==> src/rtl/seg_scan_driver.sv <==
// Seven-segment scan output stage: blanks the anodes on every select change and drives the
// selected digit from a double-buffered image that only swaps at frame boundaries.
module seg_scan_driver #(
    parameter int unsigned BLANK_CYCLES = 2,
    parameter int unsigned NUM_DIGITS   = 16
) (
    input  logic                    Clk,
    input  logic                    Rst_n,
    input  logic                    On,
    input  logic [3:0]              state,
    input  logic                    load,
    input  logic [4*NUM_DIGITS-1:0] load_data,
    input  logic [NUM_DIGITS-1:0]   load_dp,
    output logic                    load_ack,
    output logic                    busy,
    output logic [NUM_DIGITS-1:0]   an,
    output logic [6:0]              seg,
    output logic                    dp,
    output logic                    frame_done
);

    typedef enum logic [1:0] {StIdle, StBlank, StDrive} fsm_t;

    localparam logic [3:0] BlankReload = 4'(BLANK_CYCLES - 1);
    localparam logic [3:0] LastSel     = 4'(NUM_DIGITS - 1);
    localparam logic [6:0] SegOff      = 7'h7F;

    fsm_t                    fsm_q;
    logic [3:0]              sel_q;
    logic [3:0]              cnt_q;
    logic                    fd_armed_q;
    logic [4*NUM_DIGITS-1:0] active_data_q;
    logic [NUM_DIGITS-1:0]   active_dp_q;
    logic [4*NUM_DIGITS-1:0] pend_data_q;
    logic [NUM_DIGITS-1:0]   pend_dp_q;

    logic                    sel_change;
    logic                    boundary;
    logic                    commit;
    logic                    accept;
    logic [NUM_DIGITS-1:0]   drive_an;
    logic [6:0]              drive_seg;
    logic                    drive_dp;

    function automatic logic [6:0] hex_to_seg(input logic [3:0] d);
        logic [6:0] s;
        unique case (d)
            4'h0: s = 7'h40;
            4'h1: s = 7'h79;
            4'h2: s = 7'h24;
            4'h3: s = 7'h30;
            4'h4: s = 7'h19;
            4'h5: s = 7'h12;
            4'h6: s = 7'h02;
            4'h7: s = 7'h78;
            4'h8: s = 7'h00;
            4'h9: s = 7'h10;
            4'hA: s = 7'h08;
            4'hB: s = 7'h03;
            4'hC: s = 7'h46;
            4'hD: s = 7'h21;
            4'hE: s = 7'h06;
            default: s = 7'h0E;
        endcase
        return s;
    endfunction

    always_comb begin
        sel_change = (sel_q != state);
        // Frame boundary: leaving the last digit, or arriving at digit 0.
        boundary   = ((sel_q == LastSel) && (state != LastSel)) ||
                     ((sel_q != 4'd0) && (state == 4'd0));
        // With the display off there is no frame to tear, so commit right away.
        commit     = busy && (boundary || !On);
        accept     = load && (!busy || commit);
    end

    // Only used on edges where the select is stable, so sel_q equals the incoming select.
    always_comb begin
        drive_an         = '1;
        drive_an[sel_q]  = 1'b0;
        drive_seg        = hex_to_seg(active_data_q[{sel_q, 2'b00} +: 4]);
        drive_dp         = ~active_dp_q[sel_q];
    end

    always_ff @(posedge Clk or negedge Rst_n) begin
        if (!Rst_n) begin
            fsm_q      <= StIdle;
            sel_q      <= 4'd0;
            cnt_q      <= 4'd0;
            fd_armed_q <= 1'b1;
            an         <= '1;
            seg        <= SegOff;
            dp         <= 1'b1;
            frame_done <= 1'b0;
        end else begin
            sel_q      <= state;
            frame_done <= 1'b0;
            if (state != LastSel) begin
                fd_armed_q <= 1'b1;
            end
            if (!On) begin
                fsm_q <= StIdle;
                an    <= '1;
                seg   <= SegOff;
                dp    <= 1'b1;
            end else begin
                unique case (fsm_q)
                    StIdle: begin
                        fsm_q <= StBlank;
                        cnt_q <= BlankReload;
                        an    <= '1;
                        seg   <= SegOff;
                        dp    <= 1'b1;
                    end
                    StBlank: begin
                        if (sel_change) begin
                            cnt_q <= BlankReload;
                        end else if (cnt_q == 4'd0) begin
                            fsm_q <= StDrive;
                            an    <= drive_an;
                            seg   <= drive_seg;
                            dp    <= drive_dp;
                            if ((sel_q == LastSel) && fd_armed_q) begin
                                frame_done <= 1'b1;
                                fd_armed_q <= 1'b0;
                            end
                        end else begin
                            cnt_q <= cnt_q - 4'd1;
                        end
                    end
                    StDrive: begin
                        if (sel_change) begin
                            fsm_q <= StBlank;
                            cnt_q <= BlankReload;
                            an    <= '1;
                            seg   <= SegOff;
                            dp    <= 1'b1;
                        end else begin
                            an    <= drive_an;
                            seg   <= drive_seg;
                            dp    <= drive_dp;
                        end
                    end
                    default: begin
                        fsm_q <= StIdle;
                        an    <= '1;
                        seg   <= SegOff;
                        dp    <= 1'b1;
                    end
                endcase
            end
        end
    end

    always_ff @(posedge Clk or negedge Rst_n) begin
        if (!Rst_n) begin
            active_data_q <= '0;
            active_dp_q   <= '0;
            pend_data_q   <= '0;
            pend_dp_q     <= '0;
            busy          <= 1'b0;
            load_ack      <= 1'b0;
        end else begin
            load_ack <= accept;
            busy     <= accept | (busy & ~commit);
            if (commit) begin
                active_data_q <= pend_data_q;
                active_dp_q   <= pend_dp_q;
            end
            // A load on the commit edge lands behind the image being committed.
            if (accept) begin
                pend_data_q <= load_data;
                pend_dp_q   <= load_dp;
            end
        end
    end

endmodule

==> config.mk <==
export PLATFORM = sky130hd
export DESIGN_NAME = seg_scan_driver
export DESIGN_NICKNAME = d
export VERILOG_FILES = /design/src/rtl/seg_scan_driver.sv
export SDC_FILE = /design/constraint.sdc
export NUM_CORES = 1
export LEC_CHECK = 0
export CORE_AREA = 2 2 135 137
export CTS_BUF_LIST = sky130_fd_sc_hd__clkbuf_4 sky130_fd_sc_hd__clkbuf_8
export CTS_CLUSTER_SIZE = 10
export DETAILED_ROUTE_END_ITERATION = 12
export DIE_AREA = 0 0 137 139
export PLACE_DENSITY_LB_ADDON = 0.25
export SYNTH_ARGS = -nofsm -noshare
export SYNTH_HDL_FRONTEND = slang
export SYNTH_SLANG_ARGS = --single-unit
export TNS_END_PERCENT = 1
==> constraint.sdc <==
create_clock -name Clk -period 4.4 [get_ports Clk]
set_input_delay 0.66 -clock Clk [delete_from_list [all_inputs] [get_ports Clk]]
set_output_delay 0.66 -clock Clk [all_outputs]
set_load 0.005 [all_outputs]
; Yosys cells after proc, flatten, opt, wreduce, memory -nomap -nowiden
; Memories as Yosys holds them, arrays and structs flattened.
; Index checks and enable logic that the tools add are counted.
[word_totals]
register_bits = 198
mem_bits_ro = 112
inputBits = 88
output_inout_bits = 27
word_cells = 92
n_memories = 1
[memory_table]
columns = name, depth, width, rd, rd_clocked_by_memory_dff, write_ports, line
row1 = (name not given), 16, 7, 1, 0, 0, 47  ; unique case (d)
[op_classes]
addsub = 1
magnitude_cmp = 2
n_eq_ne = 10
n_shift = 1
mux = 39
bitwise_logic = 5
reduce_logical = 19
[ops]
columns = op, n
row1 = $mux 16, 4
row2 = $shiftx 64x7->4, 1
row3 = $pmux 16 s2, 1
row4 = $mux 7, 4
row5 = $mux 1, 17
row6 = $not 16->16, 1
row7 = $pmux 7 s2, 1
row8 = $mux 4, 3
row9 = $ne 3x3->1 const B, 4
row10 = $pmux 4 s3, 1
row11 = $logic_not 4->1, 2
row12 = $mux 2, 4
row13 = $logic_and 1x1->1, 6
row14 = $pmux 2 s3, 1
row15 = $lt 4x5->1 const B, 1
row16 = $bmux 1 s4, 1
row17 = $demux 1 s4, 1
row18 = $eq 4x4->1 const B, 1
row19 = $ge 4x1->1 const B, 1
row20 = $ne 4x4->1, 1
row21 = $ne 4x4->1 const B, 1
row22 = $reduce_and 4->1, 1
row23 = $reduce_bool 4->1, 1
row24 = $sub 4x1->4 const B, 1
row25 = 13 further kinds, 17

; Logic depth before layout (Yosys ltp)
; Gate-level depths: netlist of run 1.
[logic_depth]
ltp_word = 9
ltp_mapped = 10
ltp_nobuf = 8

; Worst setup path after synthesis of run 1
; OpenSTA, ideal clock, no wires.
[synth_path]
path_kind = register to register
start = register sel_q[0]
end = register seg[3]
setup_ps = 77
arrival_ps = 2623
t_required_ps = 4323
path_slack_ps = 1700
path_stages_with_launch = 11
path_buffers = 2
synth_period_minus_slack_ps = 2700
path_cell_list = dfrtp_1 buf_6 buf_6 mux4_2 mux4_2 inv_1 ha_1 inv_1 mux4_2 a21oi_1 nor2_1
[synth_between]
elab_chain_cells = 6
elab_cells_between_ends = 10
classes_between = 2 x eq/ne / 1 x shift / 5 x mux / 1 x reduce/logical / 1 x memory
[synth_lines]
columns = element, line
row1 = "start, declared", 29  ; logic [3:0] sel_q;
row2 = "start signal, assigned", 97  ; sel_q <= state;
row3 = $shiftx 64x7->4, 82  ; drive_seg = hex_to_seg(active_data_q[{sel_q, 2'b00} +: 4]);
row4 = $mem_v2 16x7, --
row5 = $mux 7, 119  ; end else if (cnt_q == 4'd0) begin
row6 = $mux 7, 117  ; if (sel_change) begin
row7 = $pmux 7 s2, 108  ; unique case (fsm_q)
row8 = $mux 7, 102  ; if (!On) begin
row9 = "end signal, assigned", 105  ; seg <= SegOff;
row10 = "end signal, assigned", 113  ; seg <= SegOff;
row11 = "end signal, assigned", 122  ; seg <= drive_seg;
row12 = "end, declared", 17  ; output logic [6:0] seg,
; Several ways; a longest one is shown, not always the timed one. The select of a mux whose other input is x is not followed.
; A chain may end at the register's enable or synchronous reset.

; Worst setup path after layout of run 1
[layout_path]
start = register sel_q[1]
end = register seg[0]
; Same word-level chain as after synthesis.

==> metrics.yaml, run 1 <==
wl_um: 17200
met2_usage_pct: 31.7
drv_slew: 0
post_drt_wl_per_cell_um: 18.5
status: "finished, final reports clean"
preCtsSetupSlack_ns: 1.10
critical_path_class: "reg -> reg"
use_met1_pct: 26.4
cts_buffers: 17
cp_max_fo: 26
synth-compound-area-share_pct: 4.50
clock_skew_ns: 0.00909
synthAdderAreaFrac_pct: 2.17
synth_top_family_by_area: "multiplexers"
dieArea_mm2: 0.0190
relSlewSlack_pct: 21.1
arrival_ns: 3.68
synth-xor-area-share_pct: 0.709
grt_pass1_wl_um: 28400
p_leak_uw: 0.00425
endpoint_kind: "flop"
core_mm2: 0.0177
tightestPinTransition_ns: 1.18
ant_nets: 0
fmax_ghz: 0.303
worstSkewPairLatency_ns: 0.46
setup_viol: 0
grt_remaining_overflow: 0
required_ns: 4.78
ys.flop_type: "dfrtp_1"
layout_common_cells: "172 x dfrtp_1, 163 x mux2_2, 113 x clkdlybuf4s50_1"
synth_cells: 583
htreeDepth: 4
drc: 0
first_pass_iters: 4
setup_tns_ns: 0
grtUsageTotal_pct: 19.4
drt_iter0_markers: 242
insertedDiodeCount: 0
io_pins: 115
port_buffers: 114
clkTransAtPathRegs_ns: 0.09
cts_resized: 0
synth.net_count: 686
ys_warn_count: 0
grt_use_met3_pct: 3.69
max_cap_violations: 0
peakVddDrop_mv: 0.325
postCtsSetupBuffers: 0
dp_hpwl_um: 12100
rows: 49
dpl.cell_count: 897
cts_hold_buf: 0
antenna_found_initial: 0
viasPerCell: 5.44
setup_slack_ns: 1.10
final.period_utilization_pct: 74.9
cts_tree: "yes"
finalHoldViolCount: 0
synth.distinct_cells: 47
die_x_um: 137
ys_async_sr_fraction_pct: 100
drive_above_1_share_pct: 36.7
vias: 5053
seq_area_frac_synth_pct: 57.6
clock_sinks: 198
gp_congestion: 0.820
synth-edff-count: 0
rsz0062_at_grt: "no"
initial_utilization_pct: 49.0
final_common_cell: "dfrtp_1"
synth-seq-cells: 198
busiest_layer: "met2"
post-route-util_pct: 58.6
min_period_ns: 3.30
worst_setup_path_start_kind: "flop"
area_growth_pct: 19.6
grt_max_degree: 130
power.density_mw_per_mm2: 483
min_path_type: "in -> async"
die_h_um: 139
synthSimpleGateAreaFrac_pct: 3.82
muxShareOfSynthArea_pct: 28.6
finalNonFillerCells: 929
clock_path_buffers: 2
nets: 790
syn-cell-area_mm2: 0.00865
clockRootBuffer: "clkbuf_8"
grt_pass1_vias: 5301
synth_area_per_cell_um2: 14.8
## critical path, cell delays in order (launching register included)
cell and delay (ns):
dfrtp_1 1.14, mux4_2 0.44, mux4_2 0.58, ha_1 0.27, mux2i_1 0.16, nor3_1 0.06
a2111oi_0 0.45, a21oi_1 0.12
## power by group
part           internal [uW]  switching, uW  total [uW]
sequential              2310            271        2580
clock                    493            613        1110
combinational            792            520        1310
## flip-flops by register name (all words and copies together), names as in the netlist
signal and count:
an 16, active_data_q 64, fsm_q 2, fd_armed_q 1, pend_dp_q 16, cnt_q 4
busy 1, pend_data_q 64, active_dp_q 16, frame_done 1, dp 1, sel_q 4
load_ack 1, seg 7
## per-stage QoR
step / hold WS [ns] / area (um^2) / total power, uW
6_report: 0.345 / 10300 / 5000
4_1_cts: 0.391 / 10300 / 5060
5_1_grt: 0.420 / 10300 / 5310
3_5_place_dp: 0.489 / 9970 / 3940
2_1_floorplan: 0.364 / 8650 / 3350
3_3_place_gp: 0.483 / 9970 / 3880
## cells by family after synthesis
| group | after synthesis |
|---|---|
| xor+xnor | 7 |
| mux | 196 |
| simple gates | 67 |
| compound gates | 53 |
| fa+ha+maj | 15 |
| buf+inv | 47 |
| flops | 198 |
## synthesized netlist by cell type (3+ instances only)
master	number	area share [%]
o221a_1	10	1.3
nor3_1	6	0.35
buf_2	20	1.2
clkbuf_1	9	0.39
or3b_1	3	0.30
dfrtp_1	173	50
dfstp_2	25	7.6
ha_1	15	2.2
o21ai_0	10	0.58
a21oi_1	11	0.64
mux4_2	24	6.2
o21a_1	3	0.26
nand4_1	3	0.22
nand3_1	6	0.35
nand2_1	19	0.82
mux2i_1	7	0.81
a31oi_1	3	0.22
xnor2_1	3	0.30
nand2b_1	3	0.22
xor2_1	4	0.40
nor2_1	20	0.87
mux2_2	163	21
inv_1	11	0.48
a21o_1	3	0.26
## metal layers
metal  up-vias  wire length, um
met5         -                0
met4         0              252
met3        21              669
met2       124             8730
met1      2577             7550
li1       2331                -
## worst paths after layout
kind                                                start                          end  slack [ns]  cells after the start
worst max register to register         sel_q[1]$_DFF_PN0_           seg[0]$_DFFE_PN1P_        1.10                      7
max in group asynchronous                           Rst_n            an[2]$_DFFE_PN1P_        3.07                      2
worst min-delay path                                Rst_n         cnt_q[2]$_DFFE_PN0P_        0.34                      1
min in group Clk                pend_dp_q[12]$_DFFE_PN0P_  active_dp_q[12]$_DFFE_PN0P_        0.51                      1
worst min register to register  pend_dp_q[12]$_DFFE_PN0P_  active_dp_q[12]$_DFFE_PN0P_        0.51                      1
worst max-delay path                   sel_q[1]$_DFF_PN0_           seg[0]$_DFFE_PN1P_        1.10                      7
## cell type report
class	instances	area, um^2
Tap cell	229	287
Sequential cell	198	4990
Fill cell	1387	7310
Inverter	14	53.8
Clock buffer	22	278
Timing Repair Buffer	118	1190
Clock inverter	10	93.8
Multi-Input combinational cell	338	3460
Note: power is estimated with default switching activity, not from simulation.
==> run 2: changes to the inputs <==
==> constraint.sdc (replaced) <==
create_clock -name Clk -period 2.9 [get_ports Clk]
set_input_delay 0.435 -clock Clk [delete_from_list [all_inputs] [get_ports Clk]]
set_output_delay 0.435 -clock Clk [all_outputs]
set_load 0.005 [all_outputs]
==> run 2 against run 1 <==
Compared with the run above: final cell count increased by 2.3%; die area unchanged; hold slack improved by 0.16 ns; global-route usage increased by 0.71 points; core utilization increased by 1.7 points; wire length increased by 3.1%; power increased by 57%; critical path depth increased by 2; sequential power increased by 52%; non-clock buffer count increased by 21.
==> metrics.yaml, run 2 (synthesis gave the netlist of run 1 again) <==
rrSetupSlack_ns: 0.15
r2r_start: "sel_q[0]$_DFF_PN0_"
p_seq_share_pct: 49.9
endpoint_kind: "flop"
preCtsSetupSlack_ns: 0.0460
drv_slew: 0
cp_max_fo: 7
final.period_utilization_pct: 94.8
grt_max_degree: 79
vias: 5151
peakVddDrop_mv: 0.386
min_period_ns: 2.75
finalHoldViolCount: 0
p_leak_uw: 0.00439
wl_um: 17700
nets: 811
die_x_um: 137
relSlewSlack_pct: 56.8
top_regs: "active_data_q x64, pend_data_q x64"
regArea_mm2: 0.00499
worstSkewPairLatency_ns: 0.47
antenna_found_initial: 0
htreeDepth: 4
grt_remaining_overflow: 0
gp_congestion: 0.821
final_common_cell: "dfrtp_1"
power_frac_comb_pct: 26.6
hold_start: "active_data_q[43]$_DFFE_PN0P_"
insertedDiodeCount: 0
worst_r2r_endpoint: "seg[3]$_DFFE_PN1P_"
area_growth_pct: 23.0
io_pins: 115
drt_iter0_markers: 316
clock_skew_ns: 0.00977
status: "finished, final reports clean"
worstPathCellList: "clkbuf_4, mux4_2, mux4_2, inv_2, ha_1, inv_1, mux4_2, a21oi_1, nor2_1"
clock_sinks: 198
setup_tns_ns: 0
min_path_type: "reg -> reg"
drc: 0
holdPathStages: 1
tightestPinTransition_ns: 0.646
n_fill_cell: 1329
crit_top_cell: "mux4_2"
layout_common_cells: "171 x dfrtp_1, 163 x mux2_2, 113 x clkdlybuf4s50_1"
ff2ff_path_depth: 9
dieArea_mm2: 0.0190
cts_buffers: 17
initial_utilization_pct: 49.0
setup_slack_ns: 0.152
post_drt_wl_per_cell_um: 18.7
die_h_um: 139
required_ns: 3.30
p_sw_share_pct: 28.9
grt_pass1_wl_um: 29400
rsz0062_at_grt: "no"
multiInputGateArea_mm2: 0.00346
clockRootBuffer: "clkbuf_8"
dp_hpwl_um: 12900
core_mm2: 0.0177
cts_tree: "yes"
port_buffers: 114
setup_viol: 0
cp_slowest_cell: "mux4_2"
ant_nets: 0
power_frac_clock_pct: 23.5
clock_path_buffers: 2
power.switching_uw: 2270
max_cap_violations: 0
hold_end: "active_data_q[43]$_DFFE_PN0P_"
rows: 49
fmax_ghz: 0.364
slowest_delay_ns: 0.57
power.density_mw_per_mm2: 736
grt_pass1_vias: 5540
worst_setup_path_start_kind: "flop"
clkTransAtPathRegs_ns: 0.10
drive_above_1_share_pct: 38.7
first_pass_iters: 4
critical_path_class: "reg -> reg"
grtUsageTotal_pct: 20.1
p_int_uw: 5570
arrival_ns: 3.15
viasPerCell: 5.42
==> run 2: changes by cell type in the layout (fill, tap and decap cells not counted), sizes merged <==
| cell | change |
|---|---|
| bufinv | +1 |
| clkinv | +3 |
| clkbuf | -4 |
| buf | +19 |
| dlygate4sd3 | +1 |
| inv | +1 |
==> run 2: final cells by class <==
type                            count  share of cell area (%)
Clock buffer                       17                    2.20
Clock inverter                     15                    1.78
Inverter                           14                   0.506
Multi-Input combinational cell    338                    32.5
Sequential cell                   198                    46.9
Tap cell                          229                    2.69
Timing Repair Buffer              139                    13.4
==> run 2: power groups by stage <==
| stage | registers [uW] | clock network, uW | logic (uW) |
|---|---|---|---|
| 2_1_floorplan | 3800 | 0 | 1290 |
| 5_1_grt | 3990 | 2000 | 2280 |
| 3_5_place_dp | 3980 | 0 | 2070 |
| 3_3_place_gp | 3960 | 0 | 1990 |
| 6_report | 3910 | 1840 | 2080 |
| 4_1_cts | 3920 | 1890 | 2080 |
==> run 2: worst max path at each step <==
stage / to / start / slack [ns]
after floorplan: seg[3]$_DFFE_PN1P_ / sel_q[0]$_DFF_PN0_ / 0.20
after detailed placement: seg[3]$_DFFE_PN1P_ / sel_q[0]$_DFF_PN0_ / 0.05
after CTS: seg[3]$_DFFE_PN1P_ / sel_q[0]$_DFF_PN0_ / 0.02
after global placement: seg[3]$_DFFE_PN1P_ / sel_q[0]$_DFF_PN0_ / 0.14
final: seg[3]$_DFFE_PN1P_ / sel_q[0]$_DFF_PN0_ / 0.15
after global routing: seg[0]$_DFFE_PN1P_ / sel_q[0]$_DFF_PN0_ / 0.01
==> run 2: metrics by stage <==
stage / hold WS [ns] / power, uW / cell area [um^2] / instances / utilization, %
2_1_floorplan: 0.139 / 5090 / 8650 / 583 / -
3_3_place_gp: 0.483 / 5950 / 10200 / 915 / 57.6
3_5_place_dp: 0.487 / 6050 / 10200 / 915 / 57.6
4_1_cts: 0.481 / 7900 / 10600 / 948 / 60.1
5_1_grt: 0.494 / 8280 / 10600 / 950 / 60.2
6_report: 0.510 / 7830 / 10600 / 950 / 60.2
==> run 2: repair_timing <==
| action | CTS | global route |
|---|---|---|
| hold buffers | 1 | 0 |
| setup endpoints to repair | 0 | 4 |
| setup buffers | 0 | 2 |
| endpoints found under the hold margin | 23 | 0 |
| gates resized for setup | 0 | 4 |
==> run 2: layer usage <==
layer  routed length, um  share of wire (%)  track usage [%]
met5                   0                  0                0
met4                 240                1.4             5.75
met3                 678                3.8             3.87
met2                9050                 51             33.6
met1                7780                 44             26.7
==> run 2: worst max-delay path: cells and delay by family (launching register included) <==
kind            cells  cell delay [ns]
fa+ha+maj           1             0.14
flops               1             0.44
mux                 3             1.52
buf+inv             3             0.38
simple gates        1             0.05
compound gates      1             0.16
==> run 3: changes to the inputs <==
--- a/config.mk
+++ b/config.mk
@@ -5,11 +5,12 @@
 export SDC_FILE = /design/constraint.sdc
 export NUM_CORES = 1
 export LEC_CHECK = 0
-export CORE_AREA = 2 2 135 137
+export CORE_AREA = 2 2 132 134
 export CTS_BUF_LIST = sky130_fd_sc_hd__clkbuf_4 sky130_fd_sc_hd__clkbuf_8
+export CTS_CLUSTER_DIAMETER = 30
 export CTS_CLUSTER_SIZE = 10
 export DETAILED_ROUTE_END_ITERATION = 12
-export DIE_AREA = 0 0 137 139
+export DIE_AREA = 0 0 134 136
 export PLACE_DENSITY_LB_ADDON = 0.25
 export SYNTH_ARGS = -nofsm -noshare
 export SYNTH_HDL_FRONTEND = slang
==> run 3 against run 2 <==
Compared with the run above: final cell count shrank 0.53%; design area fell by 0.46%; die area decreased by 4.3%; non-clock buffer count fell by 1; core utilization is 2.5 points higher; wire length grew 1.5%; worst setup slack lost 0.017 ns; first-iteration DRC count decreased by 34%; register-to-register slack got worse by 0.02 ns; largest power group unchanged; clock power is essentially flat; hold slack got worse by 0.51 ns; flip-flop and latch count is the same.
==> metrics.yaml, run 3 (synthesis gave the netlist of run 1 again) <==
power.density_mw_per_mm2: 741
drv_slew: 0
grtUsageTotal_pct: 21.2
antenna_found_initial: 0
final.period_utilization_pct: 95.3
critical_path_class: "reg -> reg"
peakVddDrop_mv: 0.345
endpoint_kind: "flop"
htreeDepth: 4
setup_tns_ns: 0
finalHoldViolCount: 0
rsz0062_at_grt: "no"
drc: 0
wl_um: 18000
n_fill_cell: 1248
cts_resized: 0
worst_setup_path_start_kind: "flop"
required_ns: 3.29
post-route-util_pct: 62.7
clock_sinks: 198
area_growth_pct: 22.4
top_regs: "active_data_q x64, pend_data_q x64"
viasPerCell: 5.49
nets: 810
grt_pass1_wl_um: 29500
cp_max_fo: 10
clockRootBuffer: "clkbuf_8"
fmax_ghz: 0.362
dieArea_mm2: 0.0182
initial_utilization_pct: 51.3
relSlewSlack_pct: 48.5
post_drt_wl_per_cell_um: 19.1
clkTransAtPathRegs_ns: 0.10
status: "finished, final reports clean"
rows: 48
final_common_cell: "dfrtp_1"
cts_hold_buf: 0
insertedDiodeCount: 0
gp_congestion: 0.885
tightestPinTransition_ns: 0.773
worstSkewPairLatency_ns: 0.47
cts_buffers: 17
min_path_type: "in -> async"
grt_pass1_vias: 5593
die_x_um: 134
arrival_ns: 3.15
p_leak_uw: 0.00437
postCtsSetupBuffers: 0
min_period_ns: 2.76
die_h_um: 136
layout_common_cells: "172 x dfrtp_1, 163 x mux2_2, 113 x clkdlybuf4s50_1"
first_pass_iters: 4
setup_viol: 0
vias: 5188
grt_remaining_overflow: 0
max_cap_violations: 0
port_buffers: 114
io_pins: 115
clock_path_buffers: 2
drt_iter0_markers: 207
core_mm2: 0.0169
cts_tree: "yes"
drive_above_1_share_pct: 38.5
grt_max_degree: 96
ant_nets: 0
dp_hpwl_um: 13500
clock_skew_ns: 0.00978
==> run 3: cell count changes in the layout (fill, tap and decap cells not counted), sizes merged <==
cell,before,now
bufinv,2,3
dlygate4sd3,1,0
inv,18,12
clkinvlp,1,3
clkbuf,19,21
buf,23,24
==> run 3: area by class of cell <==
class | count | area, um^2 | share of cell area, %
sequential | 198 | 4990 | 47.1
timing repair buffer | 138 | 1390 | 13.1
clock buffer | 20 | 269 | 2.54
clock inverter | 12 | 150 | 1.42
inverter | 14 | 53.8 | 0.508
tap | 225 | 282 | 2.66
multi-input combinational | 338 | 3460 | 32.7
==> run 3: worst max-delay path: stages, from the launching register on <==
cell	delay, ns
dfrtp_2	0.54
mux4_2	0.53
mux4_2	0.57
ha_1	0.27
mux2i_1	0.15
nor3_1	0.06
a2111oi_0	0.44
a21oi_1	0.12
==> run 3: layer usage <==
layer,share of wire (%),vias up,GRT usage (%)
met2,53,129,37.5
met4,2.0,0,7.51
met5,0,-,0
li1,-,2368,-
met3,3.9,27,3.58
met1,41,2664,26.5
==> run 3: power breakdown <==
part	total (uW)	internal (uW)	switching [uW]	leakage [uW]
clock network	1840	905	932	0.000208
logic	2070	1250	824	0.00187
registers	3940	3510	428	0.00230
total	7850	5660	2180	0.00437
==> run 3: stage by stage <==
stage          total power (uW)  cells  area, um^2  hold slack [ns]  worst slack, ns
2_1_floorplan              5090    583        8650            0.139            0.200
3_3_place_gp               5960    913       10200            0.484            0.204
3_5_place_dp               6080    913       10200            0.490            0.146
4_1_cts                    7910    945       10600           0.0452            0.124
5_1_grt                    8270    945       10600           0.0736          0.00300
6_report                   7850    945       10600          0.00381            0.135
==> run 3: final timing paths <==
| path | startpoint | endpoint | slack (ns) | cells past startpoint |
|---|---|---|---|---|
| max | sel_q[0]$_DFF_PN0_ | seg[0]$_DFFE_PN1P_ | 0.14 | 7 |
| min | Rst_n | fsm_q[0]$_DFFE_PN0P_ | 0.004 | 1 |
| max reg2reg | sel_q[0]$_DFF_PN0_ | seg[0]$_DFFE_PN1P_ | 0.14 | 7 |
| min reg2reg | pend_data_q[29]$_DFFE_PN0P_ | active_data_q[29]$_DFFE_PN0P_ | 0.50 | 1 |
| max in group asynchronous | Rst_n | pend_data_q[31]$_DFFE_PN0P_ | 2.07 | 2 |
| min in group Clk | pend_data_q[29]$_DFFE_PN0P_ | active_data_q[29]$_DFFE_PN0P_ | 0.50 | 1 |
